File: config.mk
export PLATFORM = sky130hd
export DESIGN_NAME = fifo_pkt_ctrl
export DESIGN_NICKNAME = d
export VERILOG_FILES = /design/src/rtl/fifo_pkt_ctrl.sv
export SDC_FILE = /design/constraint.sdc
export NUM_CORES = 1
export LEC_CHECK = 0
export CORE_ASPECT_RATIO = 1.75
export CORE_MARGIN = 10
export CORE_UTILIZATION = 40
export DETAILED_ROUTE_END_ITERATION = 8
export PLACE_DENSITY_LB_ADDON = 0.15
export REMOVE_ABC_BUFFERS = 1
export SKIP_CTS_REPAIR_TIMING = 1
export SYNTH_ARGS = -nofsm -noshare
export SYNTH_HDL_FRONTEND = slang
export SYNTH_SLANG_ARGS = --single-unit
File: constraint.sdc
create_clock -name clk -period 3.8 [get_ports clk]
set_input_delay 0.95 -clock clk [delete_from_list [all_inputs] [get_ports clk]]
set_output_delay 0.95 -clock clk [all_outputs]
set_load 0.005 [all_outputs]
File: src/rtl/fifo_pkt_ctrl.sv
// Packet-level write/read control for a plain fifo_memory array: framing, lengths, full/empty, overflow.
// Optional build macro FIFO_PKT_DROP_OVERSIZE_EN discards oversize packets instead of truncating them.
module fifo_pkt_ctrl #(
  parameter int DEPTH     = 3,
  parameter int WIDTH     = 11,
  parameter int UWIDTH    = 8,
  parameter int PTR_SZ    = 2,
  parameter int PTR_IN_SZ = 4
) (
  input  logic                 clk,
  input  logic                 rst,
  input  logic                 in_valid,
  input  logic [UWIDTH-1:0]    in_data,
  input  logic                 in_last,
  output logic                 in_ready,
  output logic                 out_valid,
  output logic [UWIDTH-1:0]    out_data,
  output logic                 out_last,
  input  logic                 out_ready,
  output logic                 mem_write_en,
  output logic [PTR_SZ-1:0]    mem_waddr,
  output logic [PTR_IN_SZ-1:0] mem_waddr_in,
  output logic [UWIDTH-1:0]    mem_wdata,
  output logic                 mem_read_en,
  output logic [PTR_SZ-1:0]    mem_raddr,
  output logic [PTR_IN_SZ-1:0] mem_raddr_in,
  input  logic [UWIDTH-1:0]    mem_rdata,
  output logic [PTR_SZ:0]      count,
  output logic                 ovf_err
);

  localparam logic [PTR_SZ:0]      DEPTH_C = (PTR_SZ+1)'(DEPTH);
  localparam logic [PTR_SZ:0]      CNT_ONE = (PTR_SZ+1)'(1);
  localparam logic [PTR_SZ-1:0]    PTR_MAX = PTR_SZ'(DEPTH-1);
  localparam logic [PTR_SZ-1:0]    PTR_ONE = PTR_SZ'(1);
  localparam logic [PTR_IN_SZ-1:0] WIDTH_C = PTR_IN_SZ'(WIDTH);
  localparam logic [PTR_IN_SZ-1:0] IDX_ONE = PTR_IN_SZ'(1);

  logic [PTR_SZ-1:0]    wptr_q, wptr_d, rptr_q, rptr_d;
  logic [PTR_IN_SZ-1:0] wr_idx_q, wr_idx_d, rd_idx_q, rd_idx_d;
  logic [PTR_IN_SZ-1:0] len_q [DEPTH];
  logic [PTR_IN_SZ-1:0] len_new;
  logic [PTR_SZ:0]      count_q, count_d;
  logic                 ovf_q, ovf_d;
  logic                 wr_acc, commit, oversize, store, rd_acc, release_pkt;

  // Pointers wrap explicitly because DEPTH need not be a power of two.
  function automatic logic [PTR_SZ-1:0] ptrInc(input logic [PTR_SZ-1:0] p);
    return (p == PTR_MAX) ? '0 : p + PTR_ONE;
  endfunction

  assign in_ready     = (count_q < DEPTH_C);
  assign wr_acc       = in_valid && in_ready;
  assign mem_write_en = wr_acc && (wr_idx_q < WIDTH_C);
  assign mem_waddr    = wptr_q;
  assign mem_waddr_in = wr_idx_q;
  assign mem_wdata    = in_data;

  // wr_idx saturates at WIDTH, so reaching it at in_last means at least WIDTH+1 bytes arrived.
  assign commit   = wr_acc && in_last;
  assign oversize = (wr_idx_q == WIDTH_C);
  assign len_new  = oversize ? WIDTH_C : wr_idx_q + IDX_ONE;
`ifdef FIFO_PKT_DROP_OVERSIZE_EN
  assign store = commit && !oversize;
`else
  assign store = commit;
`endif

  assign out_valid    = (count_q != '0);
  assign out_last     = out_valid && (rd_idx_q == len_q[rptr_q] - IDX_ONE);
  assign out_data     = mem_rdata;
  assign mem_read_en  = out_valid;
  assign mem_raddr    = rptr_q;
  assign mem_raddr_in = rd_idx_q;
  assign rd_acc       = out_valid && out_ready;
  assign release_pkt  = rd_acc && out_last;
  assign count        = count_q;
  assign ovf_err      = ovf_q;

  always_comb begin
    wptr_d   = wptr_q;
    rptr_d   = rptr_q;
    wr_idx_d = wr_idx_q;
    rd_idx_d = rd_idx_q;
    count_d  = count_q;
    ovf_d    = commit && oversize;
    if (wr_acc) begin
      if (in_last)       wr_idx_d = '0;
      else if (!oversize) wr_idx_d = wr_idx_q + IDX_ONE;
    end
    if (store) wptr_d = ptrInc(wptr_q);
    if (rd_acc) begin
      if (out_last) begin
        rd_idx_d = '0;
        rptr_d   = ptrInc(rptr_q);
      end else begin
        rd_idx_d = rd_idx_q + IDX_ONE;
      end
    end
    case ({store, release_pkt})
      2'b10:   count_d = count_q + CNT_ONE;
      2'b01:   count_d = count_q - CNT_ONE;
      default: count_d = count_q;
    endcase
  end

  always_ff @(posedge clk or posedge rst) begin
    if (rst) begin
      wptr_q   <= '0;
      rptr_q   <= '0;
      wr_idx_q <= '0;
      rd_idx_q <= '0;
      count_q  <= '0;
      ovf_q    <= 1'b0;
      for (int i = 0; i < DEPTH; i++) len_q[i] <= IDX_ONE;
    end else begin
      wptr_q   <= wptr_d;
      rptr_q   <= rptr_d;
      wr_idx_q <= wr_idx_d;
      rd_idx_q <= rd_idx_d;
      count_q  <= count_d;
      ovf_q    <= ovf_d;
      if (store) len_q[wptr_q] <= len_new;
    end
  end

endmodule
==> out/summary.txt, run 1 <==
status: finished, final reports clean
CTS clk-pin slew, worst paths: 90 ps
CP delay by family, top: buffers and inverters
Detail Placement HPWL: 2780 um
CTS tree: built
Ports: 58
FF-to-FF End: count[2]$_DFFE_PP0P_
#FFs+latches synth: 28
number of diodes: 0
post-synthesis cell type count: 41
crit path capture type: primary output
vias per cell: 5.27
Tot GR Track Use: 10.7%
Die Area: 6950 um2
first-pass detailed-route iteration total: 4
GRT busiest layer: met2
Final Util: 47.6%
Core Footprint: 3830 um2
DR iter-0 viols: 17
I/O Buffers: 25
worst slew pin tran: 1020 ps
GP Congestion: 0.736
worst setup margin: 169 ps
period utilization: 95.6%
CP Depth: 9
global-route wire length before repair: 5680 um
fraction of layout cells with a size suffix above 1: 10.6%
crit path to: out_last
CP Launch Type: register
Final ANT Viol Nets: 0
residual DRC count: 0
maximum VDD drop: 0.350 mV
Horiz. Die Dim: 67.4 um
vias in the first global route: 1,189
Gate Count Post-Synth: 158
Reg2Reg Depth: 14
Final TNS setup: 0 ps
Synthesis Warnings: 0
Nets: 197
area grow syn2layout: 15.8%
Setup CP Type: reg -> out
Final Hold Vio Count: 0
Clk Latency, worst-skew pair: 270 ps
most frequent cells in the layout: clkdlybuf4s50_1 (25), dfrtp_1 (23), nand2_1 (17)
worst min path class: reg -> reg
DR vias: 1,148
Num CTS Buffers: 3
Leakage: 0.783 nW
Worst EP required: 2850 ps
Max FO, Critical Path: 9
register area share after synthesis: 44.7%
reg2reg start: mem_raddr[0]$_DFFE_PP0P_
global route overflow: 0
Cell Rows: 30
CP max stage delay: 520 ps
GRT met3 Usage: 5.44%
wire length per cell: 16.0 um
Post-Route WL: 3490 um
most common cell after layout, fill and taps aside: clkdlybuf4s50_1
synthesized area: 1580 um2
met2 usage in global routing: 18.0%
CTS sink cnt: 28
starting density of the core: 41.1%
Slew Viols, Final: 0
Setup crit start: mem_raddr[0]$_DFFE_PP0P_
Max Clock Skew: 3.50 ps
slowest CP cell: clkdlybuf4s50_1
PwrDens: 851 nW/um2
Buf+Inv Stages, Crit Path: 2
pin count of the biggest net entering global routing: 29
clk root buf: clkbuf_8
Crit path arrival time: 2680 ps
Post-Syn Area per Cell: 9.97 um2
initial antenna violation count: 0
pre-CTS setup slack: 298 ps
FILL cells: 389
Max Fclk: 275 MHz
Clock Tree Buf Depth: 2
Final min period: 3630 ps
CTS H-tree lvls: 1
worst rel slew slack: 32.1%
GRT met1 Usage: 10.5%
total of max-cap violations: 0
# setup viols final: 0
R2R Setup Slk: 660 ps
Critical Path, Cell by Cell: mux2i_1 > o2bb2ai_2 > inv_1 > ha_1 > xor2_1 > xnor2_1 > nand4_1 > nor2_2 > clkdlybuf4s50_1
Die H: 103 um
==> flip-flops by register name (all words and copies together), names as in the netlist <==
name / flops
count: 3
mem_waddr: 2
mem_waddr_in: 4
len_q: 12
mem_raddr: 2
mem_raddr_in: 4
ovf_err: 1
==> worst register-to-register path: stages, from the launching register on <==
cell       delay (ps)
dfrtp_2           500
mux2i_1           170
o2bb2ai_2         220
inv_1              70
ha_1              200
xor2_1            160
xnor2_1           130
nand4_1           220
nor3_4            320
ha_1              250
inv_1              60
fa_1              370
xor2_1            150
nor2_1            110
xor2_1            140
==> cell type report <==
type / count / area [um2] / area share, %
Sequential cell: 28 / 707 / 38.8
Timing Repair Buffer: 27 / 265 / 14.5
Tap cell: 48 / 60.1 / 3.29
Clock buffer: 4 / 55.1 / 3.02
Multi-Input combinational cell: 105 / 714 / 39.2
Inverter: 6 / 22.5 / 1.23
==> logic make-up (layout without fill, tap and decap cells) <==
| family | Yosys count | count (layout) | share of synthesized area (%) |
|---|---|---|---|
| flip-flops | 28 | 28 | 44.7 |
| AO/OA/AOI/OAI | 29 | 29 | 11.6 |
| XOR/XNOR | 11 | 11 | 6.12 |
| multiplexers | 9 | 9 | 6.04 |
| buffers and inverters | 25 | 37 | 10.5 |
| adder cells (fa/ha/maj) | 5 | 5 | 4.45 |
| AND/OR/NAND/NOR | 51 | 51 | 16.6 |
==> metal layers <==
layer	wire [um]	up-vias
met1	1240	549
met5	0	-
met2	1790	50
met3	395	5
met4	65	0
li1	-	544
==> power breakdown <==
| group | total, mW | switching [mW] | internal [mW] | leakage [nW] |
|---|---|---|---|---|
| sequential | 0.564 | 0.138 | 0.427 | 0.345 |
| combinational | 0.803 | 0.374 | 0.429 | 0.409 |
| clock | 0.184 | 0.0914 | 0.0928 | 0.0288 |
==> through the flow <==
step / hold WS (ps) / area [um2] / std cells / power (mW)
after floorplan: 450 / 1430 / 139 / 1.03
after global placement: 467 / 1740 / 212 / 1.32
after detailed placement: 471 / 1740 / 212 / 1.35
after CTS: 492 / 1800 / 216 / 1.54
after global routing: 539 / 1820 / 218 / 1.70
final: 487 / 1820 / 218 / 1.55
==> synthesized netlist by cell type (all sizes together) <==
cell | number | area [um2]
ha | 4 | 50.1
nor2 | 12 | 45.0
a31oi | 1 | 6.26
a22o | 1 | 8.76
nor2b | 3 | 21.3
nand3b | 1 | 7.51
inv | 6 | 22.5
xor2 | 7 | 61.3
o31ai | 1 | 7.51
and2 | 2 | 12.5
o41ai | 1 | 8.76
nand2 | 17 | 63.8
or3 | 1 | 6.26
dfstp | 3 | 78.8
a21o | 1 | 7.51
or3b | 1 | 8.76
nor3 | 5 | 41.3
dfrtp | 25 | 626
o21a | 1 | 7.51
buf | 18 | 139
o2bb2ai | 3 | 26.3
mux2i | 5 | 50.1
o21ai | 13 | 65.1
clkbuf | 1 | 3.75
and3 | 1 | 6.26
fa | 1 | 20.0
a2bb2oi | 1 | 8.76
nand3 | 5 | 30.0
xnor2 | 4 | 35.0
a21oi | 5 | 28.8
mux2 | 4 | 45.0
nand2b | 2 | 12.5
o211ai | 1 | 7.51
nand4 | 1 | 6.26
==> worst min-delay path by stage <==
stage	start	to	slack, ps	cells past startpoint
3_5_place_dp	len_q[7]$_DFFE_PP0P_	len_q[7]$_DFFE_PP0P_	470	2
2_1_floorplan	len_q[5]$_DFFE_PP0P_	len_q[5]$_DFFE_PP0P_	450	2
4_1_cts	len_q[7]$_DFFE_PP0P_	len_q[7]$_DFFE_PP0P_	490	2
6_report	len_q[7]$_DFFE_PP0P_	len_q[7]$_DFFE_PP0P_	490	2
5_1_grt	count[2]$_DFFE_PP0P_	count[2]$_DFFE_PP0P_	540	1
3_3_place_gp	len_q[6]$_DFFE_PP0P_	len_q[6]$_DFFE_PP0P_	470	2
(Power assumes the default switching activity.)
==> run 2, diff against run 1 <==
- CAP_MARGIN: default -> 15
- CELL_PAD_IN_SITES_DETAIL_PLACEMENT: default -> 0
- CELL_PAD_IN_SITES_GLOBAL_PLACEMENT: default -> 1
- CORE_UTILIZATION: 40 -> 33
==> run 2 against run 1 <==
  * Power rose by 0.51%
  * Clock power about the same
  * Critical path depth unchanged
  * Non-clock buffer count did not move
  * Sequential share of layout area shrank 0.21 points
  * Maximum frequency up 4.3%
  * Worst setup slack improved by 150 ps
  * Utilization down 8.3 points
  * Cell count grew 1.8%
  * Routed wire length increased by 8.5%
  * Critical path type unchanged
  * Critical endpoint unchanged
==> out/summary.txt, run 2 (same netlist as run 1, synthesis figures left out) <==
worst slew pin tran: 791 ps (-227 ps)
vias in the first global route: 1,255 (+5.6%)
residual DRC count: 0 (unchanged)
area grow syn2layout: 16.4%
CTS sink cnt: 28 (unchanged)
max FFs per register: 12 (unchanged)
vias per cell: 5.14 (-2.4%)
Biggest register: len_q
DR iter-0 viols: 50 (+33)
Clk Latency, worst-skew pair: 280 ps (about the same)
Post-Route WL: 3780 um (+8.5%)
I/O Buffers: 25 (unchanged)
combinational share of power: 51.7% (about the same)
status: finished, final reports clean
DR vias: 1,141 (-0.61%)
Cells on Worst Hold Path: 2 (unchanged)
Clock power frac: 11.9% (about the same)
hold_ws: 489 ps (+2.79 ps)
worst hold start: len_q[1]$_DFFE_PP0P_
Setup CP Type: reg -> out
Num CTS Buffers: 3 (unchanged)
FILL cells: 482 (+24%)
most frequent cells in the layout: clkdlybuf4s50_1 (25), dfrtp_1 (23), nand2_1 (17)
total of max-cap violations: 0 (unchanged)
Ports: 58 (unchanged)
# setup viols final: 0 (unchanged)
CTS clk-pin slew, worst paths: 90 ps (about the same)
Hold Crit Endpoint: len_q[1]$_DFFE_PP0P_
RSZ-0062 raised after global routing: false
Max Clock Skew: 2.68 ps (-0.815 ps)
fraction of layout cells with a size suffix above 1: 10.6% (unchanged)
initial antenna violation count: 0 (unchanged)
Net Sw Frac: 39.2% (+0.30 points)
Final Hold Vio Count: 0 (unchanged)
Horiz. Die Dim: 72.2 um (+7.1%)
Final TNS setup: 0 ps (unchanged)
CTS H-tree lvls: 1 (unchanged)
Reg2Reg Depth: 15 (+1)
most common cell after layout, fill and taps aside: clkdlybuf4s50_1
PwrDens: 850 nW/um2 (about the same)
CTS tree: built
number of diodes: 0 (unchanged)
pin count of the biggest net entering global routing: 21 (-28%)
maximum VDD drop: 0.408 mV (+17%)
Crit path arrival time: 2530 ps (-150 ps)
worst rel slew slack: 47.2% (+15 points)
FF-to-FF End: count[2]$_DFFE_PP0P_
Final Util: 39.3% (-8.3 points)
clk root buf: clkbuf_8
starting density of the core: 33.8% (-7.4 points)
reg2reg start: mem_raddr[0]$_DFFE_PP0P_
cell-internal power: 0.949 mW (about the same)
Sequential Power Share: 36.4% (about the same)
wire length per cell: 17.0 um (+6.5%)
Cell Rows: 33 (+10%)
Clock Tree Buf Depth: 2 (unchanged)
Nets: 197 (unchanged)
worst min path class: reg -> reg
R2R Setup Slk: 610 ps (-50 ps)
Detail Placement HPWL: 3040 um (+9.3%)
crit path capture type: primary output
Final ANT Viol Nets: 0 (unchanged)
Max Fclk: 287 MHz (+4.3%)
GP Congestion: 0.783 (+6.4%)
global route overflow: 0 (unchanged)
global-route wire length before repair: 6290 um (+11%)
Final min period: 3480 ps (-150 ps)
Max FO, Critical Path: 9 (unchanged)
net switching power: 0.611 mW (+1.3%)
Die H: 111 um (+8.1%)
first-pass detailed-route iteration total: 3 (-1)
Core Footprint: 4670 um2 (+22%)
Slew Viols, Final: 0 (unchanged)
Tot GR Track Use: 9.70% (-0.95 points)
Worst EP required: 2850 ps (about the same)
Die Area: 8050 um2 (+16%)
Leakage: 0.783 nW (about the same)
CP Launch Type: register
period utilization: 91.6% (-3.9 points)
## run 2: cell counts in the layout (fill, tap and decap cells not counted)
Identical to the previous run, type by type.
## run 2: layout make-up
cell class              instances  area [um2]  share of cell area, %
multi-input cells             105         719                   39.2
well taps                      52        65.1                   3.55
inverters                       6        22.5                   1.23
flip-flops and latches         28         707                   38.5
clock buffers                   4        55.1                   3.00
repair buffers                 27         265                   14.5
## run 2: worst max path at each step
stage / end / slack [ps] / cells after the start / start
floorplan: count[2]$_DFFE_PP0P_ / 920 / 14 / mem_raddr[0]$_DFFE_PP0P_
global placement: out_last / 450 / 9 / mem_raddr[0]$_DFFE_PP0P_
detailed placement: out_last / 350 / 9 / mem_raddr[0]$_DFFE_PP0P_
CTS: out_last / 20 / 9 / mem_raddr[1]$_DFFE_PP0P_
global route: out_last / 120 / 9 / mem_raddr[0]$_DFFE_PP0P_
finish: out_last / 320 / 9 / mem_raddr[0]$_DFFE_PP0P_
## run 2: metal layers
metal / up-vias / part of all wire, % / global-route usage [%]
met4: 0 / 2.4 / 4.41
met5: - / 0 / 0
met3: 7 / 10 / 4.80
met2: 48 / 53 / 16.8
li1: 544 / - / -
met1: 542 / 34 / 9.20
## run 2: worst max-delay path: stages (launching register included)
cell and delay, ps:
dfrtp_2 500, mux2i_1 160, o2bb2ai_2 200, inv_1 60
ha_1 200, xor2_1 160, xnor2_1 140, nand4_1 150
nor2_2 160, clkdlybuf4s50_1 520
## run 2: power by group through the flow
| stage | Sequential (mW) | Clock, mW | Combinational, mW |
|---|---|---|---|
| 3_5_place_dp | 0.574 | 0 | 0.785 |
| 5_1_grt | 0.596 | 0.203 | 0.906 |
| 3_3_place_gp | 0.564 | 0 | 0.767 |
| 6_report | 0.568 | 0.186 | 0.807 |
| 2_1_floorplan | 0.542 | 0 | 0.487 |
| 4_1_cts | 0.568 | 0.192 | 0.790 |
## run 2: metrics by stage
| stage | power (mW) | instances | worst slack, ps | cell area [um2] |
|---|---|---|---|---|
| global placement | 1.33 | 217 | 448 | 1760 |
| floorplan | 1.03 | 139 | 919 | 1430 |
| finish | 1.56 | 222 | 318 | 1830 |
| CTS | 1.55 | 221 | 22.4 | 1810 |
| detailed placement | 1.36 | 217 | 353 | 1760 |
| global route | 1.70 | 222 | 124 | 1830 |
==> run 3, diff against run 2 <==
- ABC_AREA: default -> 1
==> run 3 against run 2 <==
  * Count of clock-buffer cells in the layout unchanged
  * Via count is 20% higher
  * Cell count grew 26%
  * Power grew 11%
  * Synthesized area rose by 11%
  * Synthesized cell count rose by 32%
  * Register-to-register slack improved by 200 ps
  * Critical path depth rose by 3
  * Combinational power up 20%
  * Sequential power increased by 4.2%
  * Sequential share of layout area down 3.7 points
  * Hold slack improved by 23 ps
==> out/summary.txt, run 3 <==
status: finished, final reports clean
cell-internal power: 0.964 mW (+1.6%)
clk root buf: clkbuf_8
CTS clk-pin slew, worst paths: 100 ps (about the same)
post-synthesis cell type count: 31 (-24%)
fraction of layout cells with a size suffix above 1: 14.7% (+4.1 points)
I/O Buffers: 25 (unchanged)
Ports: 58 (unchanged)
Clk Latency, worst-skew pair: 270 ps (about the same)
maximum VDD drop: 0.279 mV (-32%)
worst min path class: reg -> reg
Biggest register: len_q
Horiz. Die Dim: 75.1 um (+4.0%)
total of max-cap violations: 0 (unchanged)
Final TNS setup: 0 ps (unchanged)
Die Area: 8750 um2 (+8.8%)
Cell Rows: 35 (+6.1%)
Inst Count DP: 270 (+24%)
Synthesis Warnings: 0 (unchanged)
Post-Syn Area per Cell: 8.40 um2 (-16%)
Max Fclk: 280 MHz (-2.6%)
CP Launch Type: register
Hold Crit Endpoint: len_q[4]$_DFFE_PP1P_
Worst EP required: 2850 ps (about the same)
Buf+Inv Stages, Crit Path: 3 (+1)
cell taking the most area after synthesis: dfrtp_1
area grow syn2layout: 15.8%
synthesized area: 1760 um2 (+11%)
Sequential Power Share: 34.2% (-2.2 points)
multi-input logic area: 766 um2 (+6.4%)
worst slew pin tran: 480 ps (-311 ps)
Num CTS Buffers: 3 (unchanged)
net switching power: 0.770 mW (+26%)
pin count of the biggest net entering global routing: 29 (+38%)
reg2reg start: mem_raddr[0]$_DFFE_PP0P_
hold_ws: 512 ps (+22.6 ps)
global-route wire length before repair: 7310 um (+16%)
crit path capture type: primary output
Final min period: 3570 ps (+91.6 ps)
R2R Setup Slk: 810 ps (+200 ps)
number of diodes: 0 (unchanged)
starting density of the core: 33.7% (-0.077 points)
PwrDens: 853 nW/um2 (+0.29%)
Gate Count Post-Synth: 209 (+32%)
design area: 2030 um2 (+11%)
worst rel slew slack: 68.0% (+21 points)
Setup CP Type: reg -> out
Max FO, Critical Path: 6 (-3)
most frequent cells in the layout: nand2_1 (34), inv_1 (33), clkdlybuf4s50_1 (25)
period utilization: 94.0% (+2.4 points)
initial antenna violation count: 0 (unchanged)
combinational share of power: 56.0% (+4.3 points)
Net Sw Frac: 44.4% (+5.2 points)
vias per cell: 4.92 (-4.2%)
Yosys top cell area share: 35.6% (-4.1 points)
global route overflow: 0 (unchanged)
Design Power: 1.73 mW (+11%)
Detail Placement HPWL: 3510 um (+15%)
pre-CTS setup slack: 399 ps (+46.7 ps)
Slew Viols, Final: 0 (unchanged)
GP Congestion: 0.782 (-0.13%)
Clock power frac: 9.8% (-2.1 points)
most common cell in the synthesized netlist: nand2_1
wire length per cell: 15.9 um (-6.8%)
Crit path arrival time: 2620 ps (+90 ps)
worst setup margin: 227 ps (-91.6 ps)
CTS tree: built
Clock Tree Buf Depth: 2 (unchanged)
Nets: 251 (+27%)
synth top area cells: dfrtp_1 (36%), buf_4 (7.3%), nand2_1 (7.3%)
DR vias: 1,374 (+20%)
Reg2Reg Depth: 17 (+2)
final cell count without fillers: 279 (+26%)
first-pass detailed-route iteration total: 4 (+1)
#FFs+latches synth: 28 (unchanged)
Max Clock Skew: 2.53 ps (-0.148 ps)
Most used DFF post-synth: dfrtp_1
# setup viols final: 0 (unchanged)
Tot GR Track Use: 10.7% (+1.0 points)
Async SR Flop Fraction: 100% (unchanged)
residual DRC count: 0 (unchanged)
FILL cells: 569 (+18%)
CTS H-tree lvls: 1 (unchanged)
Die H: 116 um (+4.6%)
vias in the first global route: 1,477 (+18%)
DR iter-0 viols: 53 (+6.0%)
number of synthesized flops with an enable pin: 0 (unchanged)
FF-to-FF End: count[2]$_DFFE_PP0P_
CP delay by family, top: simple AND/OR/NAND/NOR gates
max FFs per register: 12 (unchanged)
CP Depth: 12 (+3)
Critical Path, Cell by Cell: inv_2 > nand3_1 > nand2_1 > nor2_4 > ha_1 > xnor2_1 > nor2_1 > nand3_1 > nor2_4 > nand2_2 > inv_1 > clkdlybuf4s50_1
Final Hold Vio Count: 0 (unchanged)
Core Footprint: 5210 um2 (+12%)
worst hold start: len_q[4]$_DFFE_PP1P_
Final Util: 39.0% (-0.32 points)
synth cell count leaders: nand2_1 (34), inv_1 (33), dfrtp_1 (25)
most common cell after layout, fill and taps aside: nand2_1
Cells on Worst Hold Path: 2 (unchanged)
Final ANT Viol Nets: 0 (unchanged)
Area after DPL: 1920 um2 (+9.6%)
CP max stage delay: 490 ps (-30 ps)
Post-Route WL: 4430 um (+17%)
FF+latch area: 707 um2 (unchanged)
slowest CP cell: clkdlybuf4s50_1
Leakage: 0.960 nW (+23%)
register area share after synthesis: 40.1% (-4.6 points)
CTS sink cnt: 28 (unchanged)
run 3: cell types whose count changed in the layout (fill, tap and decap cells not counted), moves of 5 or more:
cell / change
inv_1: +27
mux2i_1: -5
nand2_1: +17
nand2_2: +5
nand3_1: +18
o21ai_1: -6
run 3: kinds of logic (layout without fill, tap and decap cells):
| kind of cell | after synthesis | count (layout) | synth area share [%] |
|---|---|---|---|
| fa+ha+maj | 5 | 5 | 3.99 |
| xor+xnor | 7 | 7 | 3.49 |
| simple gates | 87 | 87 | 27.2 |
| buf+inv | 55 | 70 | 16.3 |
| flops | 28 | 28 | 40.1 |
| compound gates | 27 | 27 | 8.91 |
run 3: worst max-delay path by stage:
stage	start	to	slack, ps
final	mem_raddr[0]$_DFFE_PP0P_	out_last	230
after CTS	mem_raddr[0]$_DFFE_PP0P_	out_last	90
after floorplan	mem_raddr[0]$_DFFE_PP0P_	count[2]$_DFFE_PP0P_	970
after global placement	mem_raddr[0]$_DFFE_PP0P_	out_last	450
after global routing	mem_raddr[0]$_DFFE_PP0P_	out_last	-3
after detailed placement	mem_raddr[0]$_DFFE_PP0P_	out_last	400
run 3: metal layers:
metal  GRT usage, %  wire length, um
met1           10.9             1620
met2           19.4             2410
met3           4.34              360
met4           2.99               32
met5              0                0
run 3: cell type report:
cell class              count  area share (%)
well taps                  55            3.39
inverters                  36            6.65
repair buffers             30            15.3
multi-input cells         126            37.7
flip-flops and latches     28            34.8
clock buffers               4            2.22
run 3: worst min-delay path: stages (launching register included):
cell	delay (ps)
dfstp_2	390
nor2_1	90
a31oi_1	40
run 3: power groups by stage:
stage	clock, mW	sequential [mW]	combinational [mW]
6_report	0.170	0.592	0.971
5_1_grt	0.186	0.616	1.11
4_1_cts	0.175	0.599	0.959
3_5_place_dp	0	0.606	0.954
3_3_place_gp	0	0.596	0.940
2_1_floorplan	0	0.571	0.617
